`src/rtl/instruction_loader_if.sv`:
```
// Byte-stream handshake and instruction-memory write port of the program loader.
// master = byte source / memory side, slave = loader.
interface instruction_loader_if #(
  parameter int ADDR_WIDTH = 11,
  parameter int DATA_WIDTH = 32
);
  logic                  byteValid;
  logic [7:0]            byteData;
  logic                  byteReady;
  logic                  writeEnable;
  logic [ADDR_WIDTH-1:0] writeAddr;
  logic [DATA_WIDTH-1:0] writeData;

  modport master (
    output byteValid, byteData,
    input  byteReady, writeEnable, writeAddr, writeData
  );

  modport slave (
    input  byteValid, byteData,
    output byteReady, writeEnable, writeAddr, writeData
  );
endinterface

```
`src/rtl/instruction_loader.sv`:
```
// Byte-stream program loader: frame {N_hi, N_lo, 4*N data bytes LSB-first} in, sequential
// instruction-memory writes out. Define CHECKSUM_EN for a trailing XOR checksum byte.
module instruction_loader #(
  parameter int DATA_WIDTH                = 32,
  parameter int INSTRUCTIONMEM_ADDR_WIDTH = 11,
  parameter int RAM_DEPTH                 = 1 << INSTRUCTIONMEM_ADDR_WIDTH
) (
  input  logic                                 clock,
  input  logic                                 resetN,
  instruction_loader_if.slave                  bus,
  input  logic [INSTRUCTIONMEM_ADDR_WIDTH-1:0] baseAddr,
  output logic                                 busy,
  output logic                                 done,
  output logic                                 error
);
  localparam int AW = INSTRUCTIONMEM_ADDR_WIDTH;
  localparam int CW = AW + 1;

  typedef enum logic [2:0] {
    S_IDLE,
    S_CNT_LO,
    S_DATA,
    S_WRITE
`ifdef CHECKSUM_EN
    , S_CHECK
`endif
  } state_t;

  state_t                state_q, state_d;
  logic [7:0]            cnt_hi_q, cnt_hi_d;
  logic [AW-1:0]         base_q, base_d;
  logic [CW-1:0]         n_q, n_d;
  logic [CW-1:0]         word_idx_q, word_idx_d;
  logic [1:0]            byte_idx_q, byte_idx_d;
  logic [DATA_WIDTH-9:0] word_q, word_d;
  logic                  byte_ready_q, byte_ready_d;
  logic                  busy_q, busy_d;
  logic                  done_q, done_d;
  logic                  error_q, error_d;
  logic                  write_enable_q, write_enable_d;
  logic [AW-1:0]         write_addr_q, write_addr_d;
  logic [DATA_WIDTH-1:0] write_data_q, write_data_d;
`ifdef CHECKSUM_EN
  logic [7:0]            chk_q, chk_d;
`endif
  logic                  accept;
  logic [15:0]           n_full;

  assign accept = bus.byteValid && byte_ready_q;
  assign n_full = {cnt_hi_q, bus.byteData};

  always_comb begin
    state_d        = state_q;
    cnt_hi_d       = cnt_hi_q;
    base_d         = base_q;
    n_d            = n_q;
    word_idx_d     = word_idx_q;
    byte_idx_d     = byte_idx_q;
    word_d         = word_q;
    done_d         = done_q;
    error_d        = error_q;
    write_enable_d = 1'b0;
    write_addr_d   = write_addr_q;
    write_data_d   = write_data_q;
`ifdef CHECKSUM_EN
    chk_d          = chk_q;
`endif
    case (state_q)
      S_IDLE: if (accept) begin
        cnt_hi_d = bus.byteData;
        base_d   = baseAddr;
        done_d   = 1'b0;
        error_d  = 1'b0;
        state_d  = S_CNT_LO;
      end
      S_CNT_LO: if (accept) begin
        if (n_full == 16'd0) begin
          done_d  = 1'b1;
          state_d = S_IDLE;
        end else if ({1'b0, n_full} > 17'(RAM_DEPTH)) begin
          error_d = 1'b1;
          state_d = S_IDLE;
        end else begin
          n_d        = n_full[CW-1:0];
          word_idx_d = '0;
          byte_idx_d = '0;
`ifdef CHECKSUM_EN
          chk_d      = 8'd0;
`endif
          state_d    = S_DATA;
        end
      end
      S_DATA: if (accept) begin
`ifdef CHECKSUM_EN
        chk_d = chk_q ^ bus.byteData;
`endif
        if (byte_idx_q == 2'd3) begin
          // Top lane goes straight to the output register; no need to store it.
          write_enable_d = 1'b1;
          write_addr_d   = base_q + word_idx_q[AW-1:0];
          write_data_d   = {bus.byteData, word_q};
          byte_idx_d     = 2'd0;
          state_d        = S_WRITE;
        end else begin
          word_d[{byte_idx_q, 3'b000} +: 8] = bus.byteData;
          byte_idx_d = byte_idx_q + 2'd1;
        end
      end
      S_WRITE: begin
        word_idx_d = word_idx_q + 1'b1;
        if (word_idx_q == n_q - 1'b1) begin
`ifdef CHECKSUM_EN
          state_d = S_CHECK;
`else
          done_d  = 1'b1;
          state_d = S_IDLE;
`endif
        end else begin
          state_d = S_DATA;
        end
      end
`ifdef CHECKSUM_EN
      S_CHECK: if (accept) begin
        if (bus.byteData == chk_q) done_d = 1'b1;
        else error_d = 1'b1;
        state_d = S_IDLE;
      end
`endif
      default: state_d = S_IDLE;
    endcase
    byte_ready_d = (state_d != S_WRITE);
    busy_d       = (state_d != S_IDLE);
  end

  always_ff @(posedge clock or negedge resetN) begin
    if (!resetN) begin
      state_q        <= S_IDLE;
      cnt_hi_q       <= '0;
      base_q         <= '0;
      n_q            <= '0;
      word_idx_q     <= '0;
      byte_idx_q     <= '0;
      word_q         <= '0;
      byte_ready_q   <= 1'b1;
      busy_q         <= 1'b0;
      done_q         <= 1'b0;
      error_q        <= 1'b0;
      write_enable_q <= 1'b0;
      write_addr_q   <= '0;
      write_data_q   <= '0;
`ifdef CHECKSUM_EN
      chk_q          <= '0;
`endif
    end else begin
      state_q        <= state_d;
      cnt_hi_q       <= cnt_hi_d;
      base_q         <= base_d;
      n_q            <= n_d;
      word_idx_q     <= word_idx_d;
      byte_idx_q     <= byte_idx_d;
      word_q         <= word_d;
      byte_ready_q   <= byte_ready_d;
      busy_q         <= busy_d;
      done_q         <= done_d;
      error_q        <= error_d;
      write_enable_q <= write_enable_d;
      write_addr_q   <= write_addr_d;
      write_data_q   <= write_data_d;
`ifdef CHECKSUM_EN
      chk_q          <= chk_d;
`endif
    end
  end

  assign bus.byteReady   = byte_ready_q;
  assign bus.writeEnable = write_enable_q;
  assign bus.writeAddr   = write_addr_q;
  assign bus.writeData   = write_data_q;
  assign busy            = busy_q;
  assign done            = done_q;
  assign error           = error_q;
endmodule
```
`src/flat_wrapper.sv`:
```
// flat-port wrapper written by rule: the top's interface ports become plain ports
module instruction_loader_flat 
#(
  parameter int DATA_WIDTH                = 32,
  parameter int INSTRUCTIONMEM_ADDR_WIDTH = 11,
  parameter int RAM_DEPTH                 = 1 << INSTRUCTIONMEM_ADDR_WIDTH
)
  (clock, resetN, baseAddr, busy, done, error, bus_byteValid, bus_byteData, bus_byteReady, bus_writeEnable, bus_writeAddr, bus_writeData);
  instruction_loader_if #(.DATA_WIDTH(DATA_WIDTH)) bus_i ();
  input  logic clock;
  input  logic resetN;
  input  logic [INSTRUCTIONMEM_ADDR_WIDTH-1:0] baseAddr;
  output logic busy;
  output logic done;
  output logic error;
  input wire logic [$bits(bus_i.byteValid)-1:0] bus_byteValid;
  input wire logic [$bits(bus_i.byteData)-1:0] bus_byteData;
  output wire logic [$bits(bus_i.byteReady)-1:0] bus_byteReady;
  output wire logic [$bits(bus_i.writeEnable)-1:0] bus_writeEnable;
  output wire logic [$bits(bus_i.writeAddr)-1:0] bus_writeAddr;
  output wire logic [$bits(bus_i.writeData)-1:0] bus_writeData;
  assign bus_i.byteValid = bus_byteValid;
  assign bus_i.byteData = bus_byteData;
  assign bus_byteReady = bus_i.byteReady;
  assign bus_writeEnable = bus_i.writeEnable;
  assign bus_writeAddr = bus_i.writeAddr;
  assign bus_writeData = bus_i.writeData;
  instruction_loader #(.DATA_WIDTH(DATA_WIDTH), .INSTRUCTIONMEM_ADDR_WIDTH(INSTRUCTIONMEM_ADDR_WIDTH), .RAM_DEPTH(RAM_DEPTH)) u_core (.clock(clock), .resetN(resetN), .bus(bus_i), .baseAddr(baseAddr), .busy(busy), .done(done), .error(error));
endmodule
```
`config.mk`:
```
export PLATFORM = sky130hd
export DESIGN_NAME = instruction_loader_flat
export DESIGN_NICKNAME = d
export VERILOG_FILES = /design/src/rtl/instruction_loader_if.sv /design/src/rtl/instruction_loader.sv /design/src/flat_wrapper.sv
export SDC_FILE = /design/constraint.sdc
export NUM_CORES = 1
export LEC_CHECK = 0
export CORE_MARGIN = 2
export CORE_UTILIZATION = 60
export DETAILED_ROUTE_END_ITERATION = 8
export PLACE_DENSITY = 0.94
export SLEW_MARGIN = 20
export SYNTH_ARGS = -nofsm -noshare
export SYNTH_HDL_FRONTEND = slang
export SYNTH_SLANG_ARGS = --single-unit
```
`constraint.sdc`:
```
create_clock -name clock -period 5.5 [get_ports clock]
set_clock_uncertainty 0.2 [all_clocks]
set_input_delay 1.375 -clock clock [delete_from_list [all_inputs] [get_ports clock]]
set_output_delay 1.375 -clock clock [all_outputs]
set_load 0.005 [all_outputs]
```
==> out/qor_table.md <==
| Metric | Value | Unit |
| --- | --- | --- |
| Run status | completed | - |
| Mean area per synthesized cell | 9.41 | um^2 |
| IR drop worst, VDD | 0.000260 | V |
| Register cell area after layout | 0.00300 | mm^2 |
| Largest area contributor in the synthesized netlist | dfrtp_1 | - |
| Worst min-delay path class | register to register | - |
| Area fraction of the dominant cell type after synthesis | 52.5 | % |
| Chain of cells forming the critical path | clkdlybuf4s50_1 > nor4_1 > a31oi_1 > a221oi_2 > nand2_1 > or4_1 > a21oi_1 | - |
| Reg2reg end | u_core.word_idx_q[5]$_DFFE_PN0P_ | - |
| Worst hold path endpoint | u_core.bus.writeData[5]$_DFFE_PN0P_ | - |
| Starting utilization of the core area | 61.7 | % |
| 1st-pass router iterations | 7 | - |
| Cells after Synth | 603 | - |
| Most Used Layer, Global Route | met2 | - |
| Quantity of I/O buffers inserted on ports | 69 | - |
| M1 GR Usage | 41.0 | % |
| Proportion of synthesized area in mux cells | 3.93 | % |
| Post-Synthesis Cell Area | 0.00567 | mm^2 |
| Time the final worst path needs with I/O delays and setup | 3950 | ps |
| Number of endpoints with negative hold slack in the final report | 0 | - |
| Number of nets in the finished design | 714 | - |
| Total negative slack | 0 | ps |
| Routed WL per cell | 19.5 | um |
| Cell with the most instances after synthesis | nand2_1 | - |
| Type of destination of the critical path | register | - |
| Max-cap violations | 0 | - |
| RSZ-0062 raised after global routing | false | - |
| # setup viols final | 0 | - |
| R2R Setup Slk | 2250 | ps |
| Die Span X | 101 | um |
| Top cells by instance count after synthesis | nand2_1, dfrtp_1, o21ai_0, clkbuf_1 | - |
| Number of nets with antenna violations after detailed routing | 0 | - |
| Hold wc startpoint | u_core.bus.writeData[5]$_DFFE_PN0P_ | - |
| Syn nets | 643 | - |
| Arrival time worst endpoint | 4190 | ps |
| First-pass GRT wire length | 25200 | um |
| Filler cells | 505 | - |
| Critical path class | input pin to register | - |
| Number of different library cells in the post-synthesis netlist | 52 | - |
| Critical Path Start Type | input pin | - |
| Top_reg_cell synth | dfrtp_1 | - |
| Final GP Congestion | 0.975 | - |
| Leftover overflow at the end of global routing | 0 | - |
| Share of the synthesized netlist area taken by xor and xnor gates | 4.01 | % |
| Required time reported for the critical path endpoint | 5730 | ps |
| Synthesized-area fraction occupied by ao, oa, aoi and oai cells | 9.53 | % |
| Tcrit/Tclk final | 71.9 | % |
| Dpl cell area | 0.00645 | mm^2 |
| TritonCTS clock tree | done | - |
| Post-Synth Simple-Gate Area | 23.2 | % |
| I/O pin cnt | 70 | - |
| Worst r2r path cells | 6 | - |
| Critical path buffers and inverters | 1 | - |
| Post-CTS setup buffer count | 0 | - |
| Via density per instance | 6.30 | - |
| Number of max-slew violations in the final report | 0 | - |
| Headroom to the max-slew limit | 24.8 | % |
| Crit Path Max Fanout | 16 | - |
| Die H | 101 | um |
| Proportion of layout cells with a drive suffix above 1 | 8.88 | % |
| Proportion of synthesized flip-flops having asynchronous set or reset | 100 | % |
| Largest delay contributor family on the critical path | simple AND/OR/NAND/NOR gates | - |
| CTS max path bufs | 2 | - |
| Clock H-tree levels | 4 | - |
| DIE AREA | 0.0103 | mm^2 |
| Share of the yosys chip area belonging to registers | 52.9 | % |
| All-Layer GR Usage | 32.0 | % |
| Area delta synth->final | 24.3 | % |
| Clock input transition at the sequential cells of the worst setup and hold paths | 60 | ps |
| Num Clock Sinks | 120 | - |
| Hold path depth | 2 | - |
| Placeable Area | 0.00920 | mm^2 |
| Largest incremental delay on the critical path | 620 | ps |
| Combined area of the multi-input logic cells | 0.00255 | mm^2 |
| Count of hold-fix buffers inserted at cts | 0 | - |
| Leakage power total | 0.00321 | uW |
| Site Rows | 35 | - |
| Yosys reg bits | 120 | - |
| Largest net degree at the start of global routing | 89 | - |
| Final design instance area without fill | 0.00705 | mm^2 |
| N_diodes | 0 | - |
| # DRC | 0 | - |
| Met3 Usage GRT | 7.18 | % |
| DP HPWL | 9690 | um |
| Via count of the first global-routing pass | 4948 | - |
| Synth top area cells | dfrtp_1, nand2_1, o21ai_0 | - |
| # resized after CTS | 0 | - |
| Final Hold Slack | 274 | ps |
| Met2 track utilization from global routing | 51.1 | % |
| Routed Wire Length | 15600 | um |
| Number of warning messages in the yosys log | 0 | - |
| RR Startpoint | u_core.cnt_hi_q[7]$_DFFE_PN0P_ | - |
| Initial antenna violation count | 0 | - |
| Detailed Route Iter0 Violations | 646 | - |
| Worst Max-Slew Pin Slew | 1130 | ps |
| Max Clk Rate | 253 | MHz |
| Number of CTS-inserted buffers | 17 | - |
| DR vias | 5028 | - |
| Clock latency on the worst-skew pair | 530 | ps |
| Total power per unit cell area | 380 | mW/mm^2 |
| Dominant combinational cell family by area after synthesis | simple AND/OR/NAND/NOR gates | - |
| Root buffer cell | clkbuf_8 | - |
| Arithmetic-cell share of the synthesized area counting full adders, half adders and majority gates | 4.10 | % |
| Count of flip-flops with a built-in enable after synthesis | 0 | - |
| Worst path slowest cell | or4_1 | - |
## tightest hold or removal path: stages, from the launching register on
cell and delay, ps:
dfrtp_1 340, nand2_1 50, nand2_1 50
## per-layer routing
metal  share of wire (%)  up-vias
met1                  37     2377
met5                   0        -
met3                 9.0      100
li1                    -     2196
met4                 5.2        0
met2                  49      355
## logic make-up after synthesis
| logic type | Yosys count |
|---|---|
| muxes | 20 |
| other | 1 |
| AOI/OAI and AO/OA | 90 |
| adders and majority gates | 18 |
| DFF | 120 |
| and+or+nand+nor | 294 |
| buffers and inverters | 34 |
| xor gates and xnor gates | 26 |
## where the power goes
part | internal [uW] | switching, uW
clock network | 656 | 442
registers | 960 | 105
logic | 219 | 297
## layout make-up
class / count / area share, %
flip-flops and latches: 120 / 42.6
multi-input cells: 449 / 36.2
repair buffers: 73 / 10.3
clock buffers: 18 / 5.92
clock inverters: 14 / 2.32
well taps: 111 / 1.97
inverters: 13 / 0.692
## per-stage QoR
step	std cells	setup slack [ps]	util [%]	power (uW)
2_1_floorplan	603	2230	-	1370
3_3_place_gp	765	1320	70.2	1500
3_5_place_dp	765	1150	70.2	1540
4_1_cts	797	1630	76.5	2650
5_1_grt	798	1440	76.7	2770
6_report	798	1550	76.7	2680
## state kept, by name, summed over array words and instances (netlist names), 2 cells and up
register              cells
u_core.base_q            11
u_core.bus.writeAddr     11
u_core.bus.writeData     32
u_core.byte_idx_q         2
u_core.cnt_hi_q           8
u_core.n_q               12
u_core.state_q            3
u_core.word_idx_q        12
u_core.word_q            24
## layout by cell type, fill, tap and decap left out, drive strengths merged, types with 3 or more instances in the layout
master	netlist	layout
nand3	9	9
o31ai	7	7
dfrtp	119	119
clkbuf	20	18
mux2	18	18
ha	17	17
xor2	8	8
nor2b	6	6
nand2b	5	5
nand4	3	3
nor4	8	8
buf	1	5
o21ai	46	46
clkdlybuf4s50	0	68
inv	12	18
nor2	14	14
or4	9	9
nor3	10	10
clkinvlp	0	3
or3	4	4
nand2	206	206
clkinv	1	4
xnor2	18	18
a31oi	7	7
nor3b	7	7
a21oi	13	13
and2	4	4
## worst max-delay path by stage
stage                               start                           endpoint  depth (start not counted)
after floorplan           bus_byteData[6]   u_core.word_idx_q[3]$_DFFE_PN0P_                          7
after global placement    bus_byteData[1]  u_core.word_idx_q[10]$_DFFE_PN0P_                          7
after detailed placement  bus_byteData[0]   u_core.word_idx_q[8]$_DFFE_PN0P_                          7
after CTS                 bus_byteData[1]   u_core.word_idx_q[5]$_DFFE_PN0P_                          7
after global routing      bus_byteData[1]   u_core.word_idx_q[5]$_DFFE_PN0P_                          7
final                     bus_byteData[1]   u_core.word_idx_q[5]$_DFFE_PN0P_                          7
Power figures use the tool's default switching activity.
